==> src/rtl/hdmi_video_pkg.sv <==
// hdmi_video_pkg: BT.709 limited-range coefficients, clamp bounds, pipeline latency and shared video types.
package hdmi_video_pkg;
    localparam int LATENCY = 4;
    // Rows are Y, Cb, Cr; columns are the R, G, B weights (x256).
    localparam logic signed [8:0] COEF [3][3] = '{
        '{ 9'sd47,   9'sd157,  9'sd16 },
        '{-9'sd26,  -9'sd86,   9'sd112},
        '{ 9'sd112, -9'sd102, -9'sd10 }
    };
    localparam logic signed [17:0] OFFS [3] = '{18'sd16, 18'sd128, 18'sd128};
    localparam logic [7:0] LO [3] = '{8'd16, 8'd16, 8'd16};
    localparam logic [7:0] HI [3] = '{8'd235, 8'd240, 8'd240};
    typedef struct packed {
        logic [7:0] y;
        logic [7:0] cb;
        logic [7:0] cr;
    } ycc_t;
    typedef enum logic {PH_EVEN, PH_ODD} phase_t;
    function automatic logic [7:0] sat8(input logic signed [17:0] v, input logic [7:0] lo, input logic [7:0] hi);
        return v < $signed({10'd0, lo}) ? lo : v > $signed({10'd0, hi}) ? hi : v[7:0];
    endfunction
endpackage

==> src/rtl/hdmi_csc422_if.sv <==
// hdmi_csc422_if: video bus into and out of the converter.
//   rgb_in/pix_in/de_in/hs_in/vs_in : source pixel and syncs
//   data_out/de_out/hs_out/vs_out   : 4:2:2 pixel {chroma, Y} and aligned syncs
interface hdmi_csc422_if;
    logic        rgb_in;
    logic [23:0] pix_in;
    logic        de_in;
    logic        hs_in;
    logic        vs_in;
    logic [15:0] data_out;
    logic        de_out;
    logic        hs_out;
    logic        vs_out;
    modport master (output rgb_in, pix_in, de_in, hs_in, vs_in, input data_out, de_out, hs_out, vs_out);
    modport slave (input rgb_in, pix_in, de_in, hs_in, vs_in, output data_out, de_out, hs_out, vs_out);
endinterface

==> src/rtl/csc_rgb2ycbcr.sv <==
// csc_rgb2ycbcr: two-stage RGB -> YCbCr 4:4:4 matrix with optional clamp and a YCbCr bypass.
//   sys2_clk : pixel clock
//   mode_i   : 1 = convert pix_i as RGB, 0 = pass pix_i through as YCbCr
//   pix_i    : {R/Y, G/Cb, B/Cr}
//   ycc_o    : converted pixel, two cycles after pix_i
module csc_rgb2ycbcr
    import hdmi_video_pkg::*;
#(
    parameter bit CLAMP_EN = 1'b1
) (
    input  logic        sys2_clk,
    input  logic        mode_i,
    input  logic [23:0] pix_i,
    output ycc_t        ycc_o
);
    logic signed [17:0] prod_q [3][3];
    logic signed [17:0] acc [3];
    logic [7:0] res [3];
    ycc_t byp_q, ycc_d, ycc_q;
    logic mode_q;
    always_ff @(posedge sys2_clk) begin
        for (int k = 0; k < 3; k++)
            for (int j = 0; j < 3; j++)
                prod_q[k][j] <= COEF[k][j] * $signed({1'b0, pix_i[23-8*j -: 8]});
        byp_q <= ycc_t'(pix_i);
        mode_q <= mode_i;
        ycc_q <= ycc_d;
    end
    always_comb begin
        for (int k = 0; k < 3; k++) begin
            acc[k] = ((prod_q[k][0] + prod_q[k][1] + prod_q[k][2] + 18'sd128) >>> 8) + OFFS[k];
            res[k] = CLAMP_EN ? sat8(acc[k], LO[k], HI[k]) : acc[k][7:0];
        end
        ycc_d = mode_q ? ycc_t'{res[0], res[1], res[2]} : byp_q;
    end
    assign ycc_o = ycc_q;
endmodule

==> src/rtl/hdmi_csc422.sv <==
// hdmi_csc422: RGB/YCbCr 4:4:4 to YCbCr 4:2:2 converter with a fixed 4-cycle latency.
//   sys2_clk : pixel clock
//   sys2_rst : synchronous active-high reset
//   vid      : pixel/sync inputs and {chroma, Y} 4:2:2 output with aligned syncs
module hdmi_csc422
    import hdmi_video_pkg::*;
#(
    parameter bit         CLAMP_EN = 1'b1,
    parameter logic [7:0] BLANK_Y  = 8'h10,
    parameter logic [7:0] BLANK_C  = 8'h80
) (
    input  logic          sys2_clk,
    input  logic          sys2_rst,
    hdmi_csc422_if.slave  vid
);
    logic [2:0] sync_q [LATENCY];
    logic mode_q, vs_prev_q;
    ycc_t ycc2, s3_q;
    phase_t phase_q, phase_d;
    logic [7:0] cr_hold_q, cb_avg, cr_avg;
    logic [8:0] cb_sum, cr_sum;
    logic [15:0] data_q, data_d;
    logic de2, de3;
    csc_rgb2ycbcr #(.CLAMP_EN(CLAMP_EN)) u_csc (
        .sys2_clk (sys2_clk),
        .mode_i   (mode_q),
        .pix_i    (vid.pix_in),
        .ycc_o    (ycc2)
    );
    // Stage 3 holds the current pixel; the stage-2 result is its successor (lookahead).
    always_comb begin
        de2 = sync_q[1][0];
        de3 = sync_q[2][0];
        phase_d = (de3 && phase_q == PH_EVEN) ? PH_ODD : PH_EVEN;
        cb_sum = s3_q.cb + ycc2.cb + 9'd1;
        cr_sum = s3_q.cr + ycc2.cr + 9'd1;
        cb_avg = de2 ? cb_sum[8:1] : s3_q.cb;
        cr_avg = cr_sum[8:1];
        // The pair's averaged Cr is computed on the even pixel and held for the odd one.
        data_d = !de3 ? {BLANK_C, BLANK_Y} : phase_q == PH_EVEN ? {cb_avg, s3_q.y} : {cr_hold_q, s3_q.y};
    end
    always_ff @(posedge sys2_clk) begin
        if (sys2_rst) begin
            for (int i = 0; i < LATENCY; i++)
                sync_q[i] <= '0;
            mode_q <= 1'b1;
            vs_prev_q <= 1'b0;
            s3_q <= '0;
            phase_q <= PH_EVEN;
            cr_hold_q <= '0;
            data_q <= {BLANK_C, BLANK_Y};
        end else begin
            sync_q[0] <= {vid.vs_in, vid.hs_in, vid.de_in};
            for (int i = 1; i < LATENCY; i++)
                sync_q[i] <= sync_q[i-1];
            vs_prev_q <= vid.vs_in;
            if (vid.vs_in && !vs_prev_q)
                mode_q <= vid.rgb_in;
            s3_q <= ycc2;
            phase_q <= phase_d;
            cr_hold_q <= cr_avg;
            data_q <= data_d;
        end
    end
    assign vid.data_out = data_q;
    assign vid.de_out = sync_q[LATENCY-1][0];
    assign vid.hs_out = sync_q[LATENCY-1][1];
    assign vid.vs_out = sync_q[LATENCY-1][2];
endmodule

==> src/flat_wrapper.sv <==
// flat-port wrapper written by rule: the top's interface ports become plain ports
module hdmi_csc422_flat import hdmi_video_pkg::*;
#(
    parameter bit         CLAMP_EN = 1'b1,
    parameter logic [7:0] BLANK_Y  = 8'h10,
    parameter logic [7:0] BLANK_C  = 8'h80
)
  (sys2_clk, sys2_rst, vid_rgb_in, vid_pix_in, vid_de_in, vid_hs_in, vid_vs_in, vid_data_out, vid_de_out, vid_hs_out, vid_vs_out);
  hdmi_csc422_if vid_i ();
  input  logic sys2_clk;
  input  logic sys2_rst;
  input wire logic [$bits(vid_i.rgb_in)-1:0] vid_rgb_in;
  input wire logic [$bits(vid_i.pix_in)-1:0] vid_pix_in;
  input wire logic [$bits(vid_i.de_in)-1:0] vid_de_in;
  input wire logic [$bits(vid_i.hs_in)-1:0] vid_hs_in;
  input wire logic [$bits(vid_i.vs_in)-1:0] vid_vs_in;
  output wire logic [$bits(vid_i.data_out)-1:0] vid_data_out;
  output wire logic [$bits(vid_i.de_out)-1:0] vid_de_out;
  output wire logic [$bits(vid_i.hs_out)-1:0] vid_hs_out;
  output wire logic [$bits(vid_i.vs_out)-1:0] vid_vs_out;
  assign vid_i.rgb_in = vid_rgb_in;
  assign vid_i.pix_in = vid_pix_in;
  assign vid_i.de_in = vid_de_in;
  assign vid_i.hs_in = vid_hs_in;
  assign vid_i.vs_in = vid_vs_in;
  assign vid_data_out = vid_i.data_out;
  assign vid_de_out = vid_i.de_out;
  assign vid_hs_out = vid_i.hs_out;
  assign vid_vs_out = vid_i.vs_out;
  hdmi_csc422 #(.CLAMP_EN(CLAMP_EN), .BLANK_Y(BLANK_Y), .BLANK_C(BLANK_C)) u_core (.sys2_clk(sys2_clk), .sys2_rst(sys2_rst), .vid(vid_i));
endmodule
==> config.mk <==
export PLATFORM = sky130hd
export DESIGN_NAME = hdmi_csc422_flat
export DESIGN_NICKNAME = d
export VERILOG_FILES = /design/src/rtl/hdmi_video_pkg.sv /design/src/rtl/hdmi_csc422_if.sv /design/src/rtl/csc_rgb2ycbcr.sv /design/src/rtl/hdmi_csc422.sv /design/src/flat_wrapper.sv
export SDC_FILE = /design/constraint.sdc
export NUM_CORES = 1
export LEC_CHECK = 0
export ABC_CLOCK_PERIOD_IN_PS = 6300
export CAP_MARGIN = 20
export CELL_PAD_IN_SITES_DETAIL_PLACEMENT = 1
export CELL_PAD_IN_SITES_GLOBAL_PLACEMENT = 1
export CORE_AREA = 2 2 241 172
export CTS_BUF_LIST = sky130_fd_sc_hd__clkbuf_16
export DETAILED_ROUTE_END_ITERATION = 8
export DIE_AREA = 0 0 243 174
export PLACE_DENSITY_LB_ADDON = 0.1
export RECOVER_POWER = 50
export SYNTH_ARGS = -nofsm -noshare
export SYNTH_HDL_FRONTEND = slang
export SYNTH_SLANG_ARGS = --single-unit
==> constraint.sdc <==
create_clock -name sys2_clk -period 6.3 [get_ports sys2_clk]
set_input_delay 0.63 -clock sys2_clk [delete_from_list [all_inputs] [get_ports sys2_clk]]
set_output_delay 0.63 -clock sys2_clk [all_outputs]
set_load 0.02 [all_outputs]
==> results.ini <==
[outcome]
status = finished, violations left
failed_checks = capacitance limit, slew limit

[global_route]
grt_overflow = 0
grt_usage_pct = 20.2
grt_max_degree = 46
grt_pass1_vias = 12100
antenna_found_initial = 0
grt_pass1_wl_um = 66600

[layout]
insertedDiodeCount = 0
utilization_pct = 44.2
areaGrowthSynthToFinish_pct = 12.0
fin_cells = 2264
final_nets = 2152
final_area_um2 = 17700
layout-drive-gt1-share_pct = 3.43

[clock_tree]
cts_max_level = 1
cts.path.max_buffers = 3
cts_hold_buffers = 0
cts.sinks = 204
cts_root_buffer = clkbuf_16
post_cts_resized = 0
cts_setup_buffers = 0
numCtsBuffers = 24
cts_tree = yes
clkLatencyLatePin_ns = 0.54
cts.clk_slew.worst_paths_ns = 0.06

[placement]
placed_cells = 2222
place_area_um2 = 17000
io_buffers = 48
gp_congestion = 0.830
dpl.hpwl_um = 34100

[synthesis]
async_flop_share_pct = 0
synth-seq-cells = 204
synth_cell_types = 78
syn-cell-area_um2 = 15800
yosysSeqAreaShare_pct = 25.8
synth_ff_type = dfxtp_1
syn_avg_cell_area_um2 = 9.63
ys_warn_count = 0
syn_inst = 1645
synth_edf_count = 0
syn_nets = 2093

[sta]
skew_ns = 0.0124
period_share_pct = 80.4
slew_violations = 46
worstMarginPinSlew_ns = 2.06
final-setup-viol-count = 0
hold_viol_final = 0
rsz0062_at_grt = no
fmax_ghz = 0.197
relSlewSlack_pct = -37.0
setup_tns_ns = 0
min_period_ns = 5.07

[die]
pin_count = 49
chipHeight_um = 174
start_util_pct = 39.4
die_w_um = 243
row_count = 62
die_area_um2 = 42300
core-area_um2 = 40200

[detailed_routing]
drc = 0
vias_per_cell = 5.01
drt_iter0_drc = 533
ant_nets = 0
vias = 11300
dr.pass1.iters = 7
routedWlPerCell_um = 18.2
wl_um = 41300

[worst_setup_path]
path_max_fanout = 9
end_kind = register
crit_type = input pin to register
cp.required_ns = 6.71
startpoint_type = input pin
crit_arrival_ns = 5.47

[hold_path]
min_path_type = register to register

[job]
maxCapViolCount = 1

[Yosys cell counts (4+ instances only)]
master | instances | share of area [%]
nor3_1 | 21 | 0.66
or3_1 | 4 | 0.16
o211a_1 | 4 | 0.25
a21boi_0 | 12 | 0.57
nor3b_1 | 5 | 0.24
fa_1 | 107 | 14
o211ai_1 | 9 | 0.43
a211oi_1 | 10 | 0.47
a31oi_1 | 6 | 0.24
mux2i_1 | 5 | 0.32
and3_1 | 11 | 0.43
nand2b_1 | 6 | 0.24
a21oi_1 | 94 | 3.0
o21ai_1 | 9 | 0.28
a211o_1 | 6 | 0.33
a21o_1 | 26 | 1.2
o21a_1 | 9 | 0.43
nand2_1 | 36 | 0.85
nand4_1 | 9 | 0.36
a221oi_1 | 4 | 0.22
o21bai_1 | 27 | 1.3
or2_2 | 5 | 0.20
o22ai_1 | 4 | 0.16
ha_1 | 311 | 25
o21ai_0 | 32 | 1.0
o31ai_1 | 8 | 0.38
clkbuf_1 | 17 | 0.40
a22oi_1 | 7 | 0.33
xor2_1 | 15 | 0.83
nor4_1 | 5 | 0.20
o31a_1 | 5 | 0.28
o2111ai_1 | 5 | 0.28
xnor2_1 | 68 | 3.8
nor2_1 | 68 | 1.6
and2_1 | 11 | 0.43
and4_1 | 4 | 0.22
dfxtp_1 | 204 | 26
inv_1 | 323 | 7.7
o32ai_1 | 4 | 0.22
nor2b_1 | 48 | 1.9
nand3_1 | 19 | 0.60
[layout by cell type, fill, tap and decap left out, types with 32 or more instances in the layout]
master	n
inv_1	324
ha_1	311
dfxtp_1	204
fa_1	107
a21oi_1	94
nor2_1	68
xnor2_1	68
nor2b_1	48
dlygate4sd3_1	41
nand2_1	36
o21ai_0	32
[cell type report]
class | instances | area [um^2]
timing repair buffer | 55 | 510
tap | 544 | 681
multi-input combinational | 1095 | 10500
clock buffer | 25 | 626
inverter | 324 | 1220
fill | 4626 | 22400
sequential | 204 | 4080
clock inverter | 17 | 174
[logic make-up (layout without fill, tap and decap cells)]
kind of cell             Yosys count  after routing  share of synthesized area [%]
adder cells (fa/ha/maj)          418            418                           38.1
buffers and inverters            346            421                           8.22
AO/OA/AOI/OAI                    323            323                           14.1
AND/OR/NAND/NOR                  263            263                           8.66
flip-flops                       204            204                           25.8
XOR/XNOR                          84             84                           4.73
multiplexers                       7              7                          0.458
[final timing paths]
path,cells past startpoint,slack [ns],from,end
worst max-delay path,17,1.23,vid_pix_in[11],u_core.u_csc.prod_q[0][31]
worst min-delay path,0,0.35,u_core.mode_q,u_core.u_csc.mode_q
worst max register to register,18,1.33,u_core.u_csc.prod_q[2][1],u_core.u_csc.ycc_o[9]
worst min register to register,0,0.35,u_core.mode_q,u_core.u_csc.mode_q
[stage by stage]
step | hold slack [ns] | worst slack, ns
2_1_floorplan | 0.324 | 1.96
3_3_place_gp | 0.333 | 1.05
3_5_place_dp | 0.333 | 0.913
4_1_cts | 0.348 | 1.41
5_1_grt | 0.356 | 0.891
6_report | 0.346 | 1.23
[critical path: stages]
cell	delay (ns)
clkdlybuf4s50_1	0.45
clkbuf_1	0.49
fa_1	0.53
ha_1	0.28
inv_1	0.05
fa_1	0.48
fa_1	0.55
inv_1	0.04
ha_1	0.33
nor2b_1	0.15
o21ai_0	0.20
a21boi_0	0.15
o21ai_0	0.22
a21boi_0	0.14
o21a_1	0.22
o21a_1	0.19
o311ai_0	0.36
[layer usage]
layer,vias to the layer above,wire [um],GRT usage [%]
met2,156,16700,30.1
met4,0,910,4.50
met1,5489,21700,30.0
met3,49,1990,4.01
met5,-,0,0
li1,5654,-,-
[registers in the layout (all words and copies together) (netlist names)]
name                 count
u_core.sync_q           12
u_core.u_csc.mode_q      1
u_core.vid.data_out     16
u_core.u_csc.byp_q      23
u_core.u_csc.prod_q     94
u_core.u_csc.ycc_o      24
u_core.s3_q             24
u_core.cr_hold_q         8
u_core.phase_q           1
u_core.mode_q            1
Power is left out: the tool's default activity adds up to more than one toggle a clock period on the data nets, which glitch-free logic cannot reach.
==> patch (same flow settings) <==
Change the package constant `LATENCY` from 4 to 8.
--- a/src/rtl/hdmi_video_pkg.sv
+++ b/src/rtl/hdmi_video_pkg.sv
@@ -1,6 +1,6 @@
 // hdmi_video_pkg: BT.709 limited-range coefficients, clamp bounds, pipeline latency and shared video types.
 package hdmi_video_pkg;
-    localparam int LATENCY = 4;
+    localparam int LATENCY = 8;
     // Rows are Y, Cb, Cr; columns are the R, G, B weights (x256).
     localparam logic signed [8:0] COEF [3][3] = '{
         '{ 9'sd47,   9'sd157,  9'sd16 },
Behaviour: not the same (a bounded check fails within 10 cycles, from zero or initial values and one cycle with sys2_rst high).
==> patch against the unedited design <==
  * Cell area about the same
  * Global-route usage decreased by 0.92 points
  * Sequential cell count increased by 12
  * Critical path depth increased by 1
  * Register-to-register slack got worse by 0.20 ns
  * Area after synthesis increased by 0.12%
  * Worst setup slack got worse by 0.11 ns
  * Clock skew decreased by 0.0039 ns
  * Routed wire length decreased by 3.8%
  * Critical endpoint is now u_core.u_csc.ycc_o[18]
Power is left out: the tool's default activity adds up to more than one toggle a clock period on the data nets, which glitch-free logic cannot reach.
==> patch: results (changes against the unedited design) <==
| Metric | Value |
|---|---|
| CTS Buf Count | `25 (+4.2%)` |
| R2R Setup Slk | `1.13 ns (-0.20 ns)` |
| Most frequent cells after synthesis | `ha_1, inv_1, dfxtp_1` |
| Critical Path Max Stage Delay | `about 0.56 ns` |
| Vias in the first global route | `11570 (-4.1%)` |
| N_diodes | `0 (unchanged)` |
| Max-cap violations | `0 (-1)` |
| Root buf cell | `clkbuf_16` |
| Prevailing post-synth register cell | `dfxtp_1` |
| Fillers | `4568 (-1.3%)` |
| Clock transition at path regs | `0.06 ns (about the same)` |
| Post-detail-place hpwl | `33290 um (-2.4%)` |
| DRT Wirelength | `39730 um (-3.8%)` |
| RR Startpoint | `u_core.u_csc.byp_q[5]` |
| Hold Path Depth | `0 (unchanged)` |
| Post-Syn Nets | `2060 (-1.6%)` |
| Worst r2r path cells | `18 (unchanged)` |
| Synth top area cells | `dfxtp_1, ha_1, fa_1` |
| Layout Skew | `0.008574 ns (-0.003864 ns)` |
| Asr flop ratio synth | `0% (unchanged)` |
| GP Congestion | `0.8555 (+3.1%)` |
| Final setup violation count | `0 (unchanged)` |
| Netlist cell types | `78 (unchanged)` |
| Register area share after synthesis | `27.26% (+1.5 points)` |
| Worst slew pin tran | `1.298 ns (-0.7577 ns)` |
| First-pass GRT wire length | `63860 um (-4.2%)` |
| Clock buffer depth | `3 (unchanged)` |
| Slowest stage cell, crit path | `fa_1` |
| Synth warn | `0 (unchanged)` |
| Hold Startpoint | `u_core.mode_q` |
| Layout cell share with drive strength beyond 1 | `3.020% (-0.41 points)` |
| Setup bufs post-CTS | `0 (unchanged)` |
| Total global routing overflow | `0 (unchanged)` |
| Min-delay worst type | `reg -> reg` |
| Largest net degree at the start of global routing | `58 (+26%)` |
| Worst hold endpoint | `u_core.u_csc.mode_q` |
| Drt initial violations | `396 (-26%)` |
| Reg-to-reg endpoint | `u_core.u_csc.ycc_o[18]` |
| Worst skew pair latency | `0.54 ns (about the same)` |
| Crit Path Max Fanout | `7 (-2)` |
| Total number of vias | `10850 (-4.4%)` |
| # H-tree levels | `1 (unchanged)` |
| Rows | `62 (unchanged)` |
| Most flops, register | `u_core.u_csc.prod_q` |
| Post-CTS Resized | `0 (unchanged)` |
| Input/output buffers | `48 (unchanged)` |
| Run status | `finished clean` |
| Initial antenna violation count | `0 (unchanged)` |
| First-pass DRT Iterations | `4 (-3)` |
| All-layer global routing usage | `19.33% (-0.92 points)` |
| Cell class contributing the biggest share of worst-path delay | `adder cells` |
| Max reg flops | `94 (unchanged)` |
-- patch: cell types whose count changed after synthesis, moves of 6 or more --
cell | unedited run | this run
nor2b_1 | 48 | 62
xor2_1 | 15 | 33
a21boi_0 | 12 | 4
dfxtp_1 | 204 | 216
nand3_1 | 19 | 13
nand2b_1 | 6 | 12
and3_1 | 11 | 3
o31ai_1 | 8 | 2
o2bb2ai_1 | 1 | 7
inv_1 | 323 | 297
nor2_1 | 68 | 58
a21o_1 | 26 | 34
-- patch: layout make-up --
cell class	count	area, um2	area share, %
sequential	216	4324	24.38
inverter	299	1122	6.327
multi-input combinational	1074	10320	58.21
clock buffer	25	625.6	3.527
clock inverter	20	156.4	0.8817
timing repair buffer	55	504.2	2.843
tap	544	680.7	3.837
-- patch: cells by family after synthesis --
family                     after synthesis  synth area share [%]
buffers and inverters                  322                 7.636
DFF                                    216                 27.26
and+or+nand+nor                        262                 8.694
adders and majority gates              419                 38.10
AOI/OAI and AO/OA                      281                 11.87
xor gates and xnor gates               103                 5.861
muxes                                    9                0.5759
-- patch: worst max path at each step --
stage,cells after the start,slack (ns),start,end
floorplan,16,1.94,vid_pix_in[10],u_core.u_csc.prod_q[0][31]
global placement,17,0.81,vid_pix_in[12],u_core.u_csc.prod_q[0][31]
detailed placement,17,0.66,vid_pix_in[12],u_core.u_csc.prod_q[0][31]
CTS,18,1.11,u_core.u_csc.byp_q[5],u_core.u_csc.ycc_o[18]
global route,18,0.65,vid_pix_in[11],u_core.u_csc.prod_q[0][31]
finish,18,1.13,u_core.u_csc.byp_q[5],u_core.u_csc.ycc_o[18]
-- patch: metal layers --
layer	global-route usage, %	vias up	wire (um)
li1	-	5451	-
met1	28.34	5266	20870
met2	30.54	89	17090
met3	2.795	39	1153
met4	3.195	0	610
met5	0	-	0
-- patch: per-stage QoR --
stage	setup WS [ns]	instance area [um2]	instances	hold WS [ns]	util, %
2_1_floorplan	1.935	15860	1612	0.3235	-
3_3_place_gp	0.8108	16970	2187	0.3321	42.24
3_5_place_dp	0.6625	16970	2187	0.3431	42.24
4_1_cts	1.112	17750	2232	0.3584	44.18
5_1_grt	0.6482	17740	2233	0.3667	44.14
6_report	1.129	17740	2233	0.3566	44.14
